$ cat src/rtl/instr_fetch_pkg.sv
// Shared constants and the prefetch queue entry layout for the instruction fetch unit.
package instr_fetch_pkg;

   localparam int unsigned XLEN        = 32;
   localparam int unsigned INSTR_BYTES = 4;
   localparam logic [XLEN-1:0] NOP_INSTR = 32'h0000_0013;

   typedef struct packed {
      logic [XLEN-1:0] pc;
      logic [XLEN-1:0] instr;
   } fetch_entry_t;

endpackage

$ cat src/rtl/instr_fetch_fifo.sv
// Prefetch queue: power-of-two circular buffer with synchronous reset and flush.
module fetch_fifo #(
   parameter int unsigned DEPTH = 4,
   parameter int unsigned WIDTH = 64
) (
   input  logic                     clk,
   input  logic                     rst_i,
   input  logic                     flush_i,
   input  logic                     push_i,
   input  logic [WIDTH-1:0]         wdata_i,
   input  logic                     pop_i,
   output logic [WIDTH-1:0]         rdata_o,
   output logic [$clog2(DEPTH):0]   count_o,
   output logic                     empty_o,
   output logic                     full_o
);

   localparam int unsigned AW = $clog2(DEPTH);
   localparam logic [AW:0] FULL_CNT = (AW+1)'(DEPTH);

   logic [WIDTH-1:0] mem_q [DEPTH];
   logic [AW-1:0]    wr_ptr_q, rd_ptr_q;
   logic [AW:0]      count_q;

   always_ff @(posedge clk) begin
      if (rst_i || flush_i) begin
         wr_ptr_q <= '0;
         rd_ptr_q <= '0;
         count_q  <= '0;
      end else begin
         // Pointers are exactly AW bits wide, so the increment wraps modulo DEPTH.
         if (push_i) wr_ptr_q <= wr_ptr_q + 1'b1;
         if (pop_i)  rd_ptr_q <= rd_ptr_q + 1'b1;
         case ({push_i, pop_i})
            2'b10:   count_q <= count_q + 1'b1;
            2'b01:   count_q <= count_q - 1'b1;
            default: count_q <= count_q;
         endcase
      end
   end

   always_ff @(posedge clk) begin
      if (push_i && !rst_i && !flush_i) mem_q[wr_ptr_q] <= wdata_i;
   end

   assign rdata_o = mem_q[rd_ptr_q];
   assign count_o = count_q;
   assign empty_o = (count_q == '0);
   assign full_o  = (count_q == FULL_CNT);

endmodule

$ cat src/rtl/instr_fetch.sv
// Instruction fetch: PC register driving instr_memory, prefetch queue, redirect and misalign tracking.
module instr_fetch
   import instr_fetch_pkg::*;
#(
   parameter int unsigned     DEPTH    = 4,
   parameter logic [XLEN-1:0] RESET_PC = 32'h0000_0000
) (
   input  logic                   clk,
   input  logic                   reset_pc,
   output logic [XLEN-1:0]        im_addr,
   input  logic [XLEN-1:0]        im_data,
   input  logic                   redirect_valid,
   input  logic [XLEN-1:0]        redirect_pc,
   output logic                   out_valid,
   input  logic                   out_ready,
   output logic [XLEN-1:0]        out_instr,
   output logic [XLEN-1:0]        out_pc,
   output logic [$clog2(DEPTH):0] out_count,
   output logic                   misalign
);

   logic [XLEN-1:0] pc_q, pc_d;
   logic            misalign_q, misalign_d;
   logic            push, pop, q_empty, q_full;
   fetch_entry_t    push_entry, head_entry;

   assign pop  = !q_empty && out_ready && !redirect_valid;
   assign push = !redirect_valid && (!q_full || pop);
   assign push_entry = '{pc: pc_q, instr: im_data};

   always_comb begin
      pc_d       = pc_q;
      misalign_d = misalign_q;
      if (redirect_valid) begin
         pc_d = {redirect_pc[XLEN-1:2], 2'b00};
         if (redirect_pc[1:0] != 2'b00) misalign_d = 1'b1;
      end else if (push) begin
         pc_d = pc_q + XLEN'(INSTR_BYTES);
      end
   end

   always_ff @(posedge clk) begin
      if (reset_pc) begin
         pc_q       <= RESET_PC;
         misalign_q <= 1'b0;
      end else begin
         pc_q       <= pc_d;
         misalign_q <= misalign_d;
      end
   end

   fetch_fifo #(
      .DEPTH (DEPTH),
      .WIDTH ($bits(fetch_entry_t))
   ) u_fifo (
      .clk     (clk),
      .rst_i   (reset_pc),
      .flush_i (redirect_valid),
      .push_i  (push),
      .wdata_i (push_entry),
      .pop_i   (pop),
      .rdata_o (head_entry),
      .count_o (out_count),
      .empty_o (q_empty),
      .full_o  (q_full)
   );

   assign im_addr   = pc_q;
   assign out_valid = !q_empty;
   assign out_instr = q_empty ? NOP_INSTR : head_entry.instr;
   assign out_pc    = q_empty ? pc_q : head_entry.pc;
   assign misalign  = misalign_q;

endmodule
$ cat config.mk
export PLATFORM = sky130hd
export DESIGN_NAME = instr_fetch
export DESIGN_NICKNAME = d
export VERILOG_FILES = /design/src/rtl/instr_fetch_pkg.sv /design/src/rtl/instr_fetch_fifo.sv /design/src/rtl/instr_fetch.sv
export SDC_FILE = /design/constraint.sdc
export NUM_CORES = 1
export LEC_CHECK = 0
export BUFFER_PORTS_ARGS = -buffer_cell sky130_fd_sc_hd__clkbuf_2
export CORE_ASPECT_RATIO = 0.6
export CORE_UTILIZATION = 54
export CTS_BUF_LIST = sky130_fd_sc_hd__clkbuf_8
export CTS_CLUSTER_SIZE = 12
export DETAILED_ROUTE_END_ITERATION = 10
export PLACE_DENSITY = 0.79
export SYNTH_ARGS = -nofsm -noshare
export SYNTH_HDL_FRONTEND = slang
export SYNTH_SLANG_ARGS = --single-unit
$ cat constraint.sdc
create_clock -name clk -period 3.4 [get_ports clk]
set_input_delay 0.34 -clock clk [delete_from_list [all_inputs] [get_ports clk]]
set_output_delay 0.34 -clock clk [all_outputs]
set_load 0.01 [all_outputs]
==> results.json, run 1 <==
{
  "grt_pass1_wl_um": 41600,
  "io_pins": 169,
  "ctsHtreeMaxLevel": 2,
  "rows": 41,
  "drv_slew": 0,
  "cts_root_buf": "clkbuf_8",
  "worstSetupStartpointType": "flip-flop",
  "antenna_found_initial": 0,
  "seq_power_share": 0.580,
  "finalCritPeriodShare": 0.884,
  "critPathMaxFanout": 63,
  "cellInternalPower_mw": 5.34,
  "p_leak_nw": 4.97,
  "finalSetupTns_ns": 0,
  "path_clk_slew_ns": 0.07,
  "min_from": "redirect_pc[2]",
  "tritoncts": "done",
  "critical-path-top-delay-family": "buffers and inverters",
  "tightest_slew_ns": 1.11,
  "clock-sinks": 288,
  "ys_seq_elements": 288,
  "drt-initial-drc-count": 969,
  "syn_inst": 762,
  "pwr_density_cell_nw_per_um2": 501,
  "gp_congestion": 0.877,
  "die_w_um": 194,
  "reg2reg_slack_ns": 0.89,
  "yosysUniqueCellTypes": 51,
  "drive_gt1_frac": 0.323,
  "cp_cell_sequence": "inv_1 -> ha_1 -> nor2b_4 -> inv_2 -> nand2_1 -> nand2_1 -> clkbuf_2",
  "cts_resized": 0,
  "layout_commonest_cell": "edfxtp_1",
  "final_cell_mix": "248 x edfxtp_1, 164 x clkbuf_2, 106 x nand2_1",
  "antenna_left": 0,
  "placed_area_um2": 13200,
  "synth-edff-count": 248,
  "grt_max_degree": 64,
  "cp.required_ns": 3.06,
  "hp-class": "in2reg",
  "syn-mean-instance-area_um2": 15.7,
  "run_status": "completed",
  "synthesis.area_um2": 11900,
  "insertion_delay_ns": 0.53,
  "fp.dieH_um": 117,
  "p_sw_frac": 0.230,
  "post_cts_buffers": 0,
  "cts_hold_buffers": 0,
  "reg2reg_from": "u_fifo.count_o[0]$_SDFFE_PP0P_",
  "numCtsBuffers": 40,
  "cpMaxStageDelayCell": "inv_2",
  "power_mw": 6.94,
  "whs_ns": 0.0417,
  "place_hpwl_um": 17800,
  "dpl_worst_slack_ns": 0.886,
  "p_clk_frac": 0.352,
  "fin_ws_ns": 0.394,
  "layout_min_cycle_time_ns": 3.01,
  "io_buffer_count": 164,
  "post-route-cell-area_um2": 13900,
  "worstPathArrival_ns": 2.67,
  "drc": 0,
  "ir_worst_vdd_v": 0.000338,
  "setup_violations": 0,
  "grt_overflow": 0,
  "ys_seq_area_frac": 0.691,
  "grt_setup_unrepaired": "false",
  "maxSlewHeadroom": 0.261,
  "core-area_um2": 21300,
  "initial_core_util": 0.559,
  "maxCapViolations": 0,
  "grt_pass1_vias": 6953,
  "crit_type": "reg2out",
  "insertedDiodeCount": 0,
  "p_comb_frac": 0.068,
  "drtPass1Iterations": 9,
  "cts_max_path_buffers": 3,
  "num_vias": 7382,
  "cpMostUsedCell": "nand2_1",
  "cp.buffers_inverters": 3,
  "end_kind": "primary output",
  "async_reset_ff_frac": 0,
  "track_usage": 0.248,
  "wl_um": 27500,
  "setup.worst_path.start": "u_fifo.count_o[0]$_SDFFE_PP0P_",
  "layout.nets": 1015,
  "max_stage_delay_ns": 0.75,
  "wire_per_inst_um": 22.1,
  "synthToLayoutAreaGrowth_pct": 16.2,
  "p_sw_mw": 1.60,
  "timing.fmax_mhz": 333,
  "routed_via_density": 5.93,
  "ys_warn_count": 0,
  "dieArea_um2": 22700,
  "synth-main-ff-cell": "edfxtp_1",
  "num-fill-cells": 1557,
  "hold_viol": 0,
  "finClkSkew_ns": 0.0315
}
-- flip-flops by register name, summed over array words and instances (netlist names), named ones only --
register	flops
u_fifo.wr_ptr_q	2
im_addr	30
u_fifo.mem_q	248
misalign	1
u_fifo.count_o	3
u_fifo.rd_ptr_q	2
-- per-stage QoR --
| stage | util | std cells |
|---|---|---|
| final | 0.650 | 1245 |
| after global routing | 0.650 | 1245 |
| after CTS | 0.650 | 1245 |
| after detailed placement | 0.616 | 1177 |
| after global placement | 0.616 | 1177 |
| after floorplan | - | 765 |
-- cell families (layout without fill, tap and decap cells) --
logic type / count (synthesis) / after routing / share of synthesized area
AO/OA/AOI/OAI: 70 / 70 / 0.0422
XOR/XNOR: 14 / 14 / 0.0103
adder cells (fa/ha/maj): 7 / 7 / 0.00734
flip-flops: 288 / 288 / 0.691
buffers and inverters: 61 / 262 / 0.0218
AND/OR/NAND/NOR: 257 / 257 / 0.108
multiplexers: 64 / 64 / 0.119
other: 1 / 4 / 0.000314
-- power groups by stage --
stage,clock [mW],combinational (mW),sequential (mW)
after floorplan,0,0.251,4.07
after global placement,0,0.466,4.09
after detailed placement,0,0.472,4.10
after CTS,2.48,0.474,4.02
after global routing,2.66,0.518,4.03
final,2.44,0.473,4.02
-- final cells by class --
type,count,area [um^2],area share
Timing Repair Buffer,184,1060,0.0764
Clock inverter,26,133,0.00957
Clock buffer,42,578,0.0417
Inverter,10,37.5,0.00271
Tap cell,279,349,0.0252
Sequential cell,288,8260,0.596
Multi-Input combinational cell,416,3450,0.249
-- synthesized netlist by cell type, drive strengths merged (7+ instances only) --
library cell,instances,area share
ha,7,0.0073
o211ai,10,0.0063
buf,17,0.0080
or4,9,0.0060
a311oi,8,0.0059
xnor2,8,0.0059
a31oi,8,0.0042
clkbuf,34,0.011
a211oi,11,0.0069
nand2,106,0.033
nor2,33,0.010
or3,8,0.0042
edfxtp,248,0.62
nand4,10,0.0058
and2,46,0.024
dfxtp,40,0.067
nand3,8,0.0034
inv,8,0.0025
o21ai,12,0.0050
mux4,62,0.12
-- worst register-to-register path: stages, from the launching register on --
cell and delay [ns]:
dfxtp_1 0.42, inv_1 0.07, ha_1 0.25, and3b_1 0.32, or4_4 0.64, or4_1 0.43, a311oi_1 0.27
-- final timing paths --
check / endpoint / cells after the start
worst max register to register: im_addr[26]$_SDFFE_PP0P_ / 6
worst min-delay path: im_addr[2]$_SDFFE_PP0P_ / 3
worst min register to register: misalign$_SDFFE_PP0P_ / 2
worst max-delay path: out_pc[10] / 7
-- per-layer routing --
layer | wire length, um | vias up | global-route usage | share of wire
li1 | - | 3303 | - | -
met1 | 12000 | 3633 | 0.375 | 0.44
met2 | 12200 | 394 | 0.365 | 0.44
met3 | 2860 | 52 | 0.0633 | 0.10
met4 | 507 | 0 | 0.0624 | 0.018
met5 | 0 | - | 0 | 0
Power figures use the tool's default switching activity.
==> run 2: changes to the inputs <==
==> constraint.sdc (replaced) <==
create_clock -name clk -period 2.47 [get_ports clk]
set_input_delay 0.247 -clock clk [delete_from_list [all_inputs] [get_ports clk]]
set_output_delay 0.247 -clock clk [all_outputs]
set_load 0.01 [all_outputs]
==> results.json, run 2 (synthesized netlist as in run 1, its figures left out) <==
{
  "rows": 41,
  "endpoint": "out_pc[28]",
  "worstSetupStartpointType": "flip-flop",
  "cpMaxStageDelayCell": "dfxtp_4",
  "numCtsBuffers": 40,
  "worstReg2RegEnd": "im_addr[26]$_SDFFE_PP0P_",
  "finClkSkew_ns": 0.0469,
  "highest-signal-layer": "met4",
  "tritoncts": "done",
  "tightest_slew_ns": 0.627,
  "reg2reg_slack_ns": 0.15,
  "p_leak_nw": 5.54,
  "wl_um": 30000,
  "setup.worst_path.start": "u_fifo.count_o[0]$_SDFFE_PP0P_",
  "antenna_left": 0,
  "insertedDiodeCount": 0,
  "drt-initial-drc-count": 770,
  "m1WireLength_um": 12900,
  "hp-class": "in2reg",
  "reg2reg_depth": 6,
  "end_kind": "primary output",
  "ctsHtreeMaxLevel": 2,
  "finalCritPeriodShare": 0.961,
  "routed_via_density": 5.88,
  "maxSlewHeadroom": 0.579,
  "critical-path-top-delay-family": "buffers and inverters",
  "num-fill-cells": 1366,
  "power_mw": 9.91,
  "cp.required_ns": 2.22,
  "wl_met2_um": 13600,
  "io_buffer_count": 164,
  "seq_area_um2": 8260,
  "synthToLayoutAreaGrowth_pct": 26.0,
  "critPathMaxFanout": 6,
  "dieArea_um2": 22700,
  "fp.dieH_um": 117,
  "final_cell_mix": "248 x edfxtp_1, 161 x clkbuf_2, 103 x nand2_1",
  "path_clk_slew_ns": 0.06,
  "cts_max_path_buffers": 3,
  "maxCapViolations": 0,
  "multi_input_area_um2": 3470,
  "core-area_um2": 21300,
  "postLayoutCoreUtil": 0.705,
  "largest_register": "u_fifo.mem_q",
  "layout_min_cycle_time_ns": 2.37,
  "worst-path-stages": 8,
  "grt_max_degree": 37,
  "drive_gt1_frac": 0.344,
  "cp.buffers_inverters": 4,
  "setup_violations": 0,
  "cts_root_buf": "clkbuf_8",
  "place_hpwl_um": 18800,
  "die_w_um": 194,
  "pwr_density_cell_nw_per_um2": 659,
  "antenna_found_initial": 0,
  "drv_slew": 0,
  "crit_type": "reg2out",
  "drtPass1Iterations": 4,
  "clock-sinks": 288,
  "grt_overflow": 0,
  "max_stage_delay_ns": 0.36,
  "drc": 0,
  "largest_register_ffs": 248,
  "grt_pass1_wl_um": 44000,
  "layout_commonest_cell": "edfxtp_1",
  "gp_congestion": 0.873,
  "initial_core_util": 0.559,
  "wl_met3_um": 2930,
  "hold_viol": 0,
  "io_pins": 169,
  "grt_pass1_vias": 7578,
  "layout.nets": 1117,
  "track_usage": 0.262,
  "wire_per_inst_um": 22.3,
  "run_status": "completed",
  "cp_cell_sequence": "inv_1 -> ha_2 -> nor2b_4 -> clkinv_8 -> buf_8 -> nand2_1 -> nand2_2 -> buf_6",
  "timing.fmax_mhz": 421,
  "dp.cells": 1206,
  "worstPathArrival_ns": 2.13,
  "num_vias": 7914,
  "reg2reg_from": "u_fifo.count_o[0]$_SDFFE_PP0P_",
  "insertion_delay_ns": 0.55,
  "instances_no_fill": 1347,
  "ir_worst_vdd_v": 0.000427
}
-- run 2: worst min path at each step --
stage | from | depth (start not counted) | end
2_1_floorplan | im_data[0] | 0 | u_fifo.mem_q[0][0]$_DFFE_PP_
3_3_place_gp | misalign$_SDFFE_PP0P_ | 2 | misalign$_SDFFE_PP0P_
3_5_place_dp | misalign$_SDFFE_PP0P_ | 2 | misalign$_SDFFE_PP0P_
4_1_cts | redirect_pc[29] | 4 | im_addr[29]$_SDFFE_PP0P_
5_1_grt | redirect_pc[14] | 3 | im_addr[14]$_SDFFE_PP0P_
6_report | redirect_pc[14] | 3 | im_addr[14]$_SDFFE_PP0P_
-- run 2: repair_timing --
action | CTS | global route
buffers inserted | 1 | 16
gates cloned | 0 | 3
pin swaps | 0 | 1
hold buffers | 54 | 0
endpoints found under the hold margin | 148 | 0
resized for setup | 6 | 23
endpoints found under the setup margin | 56 | 49
-- run 2: worst min-delay path: stages --
cell and delay [ns]:
clkbuf_2 0.08, nor2_1 0.11, a311oi_1 0.07
-- run 2: per-stage QoR --
step                area [um^2]   TNS, ns  hold slack (ns)  setup WS (ns)
finish                    15000         0           0.0453         0.0968
global route              15000  -0.00841           0.0341       -0.00464
CTS                       14800         0           0.0244        0.00722
detailed placement        13500         0            0.448          0.139
global placement          13500         0            0.435          0.271
floorplan                 11900    -42.53            0.346         -0.171
-- run 2: final cells by class --
| class | count | share of cell area |
|---|---|---|
| clock buffers | 47 | 0.0430 |
| clock inverters | 21 | 0.00724 |
| inverters | 10 | 0.00333 |
| multi-input cells | 416 | 0.231 |
| flip-flops and latches | 288 | 0.549 |
| well taps | 279 | 0.0232 |
| repair buffers | 285 | 0.143 |
| repair inverters | 1 | 0.000583 |
-- run 2: layer usage --
layer / vias up / global-route usage
met3: 42 / 0.0645
met5: - / 0
met4: 0 / 0.0614
met1: 3963 / 0.384
met2: 408 / 0.402
li1: 3501 / -
-- run 2: power by group --
| group | switching [mW] | internal (mW) |
|---|---|---|
| logic | 0.482 | 0.400 |
| clock network | 1.72 | 1.82 |
| registers | 0.0823 | 5.40 |
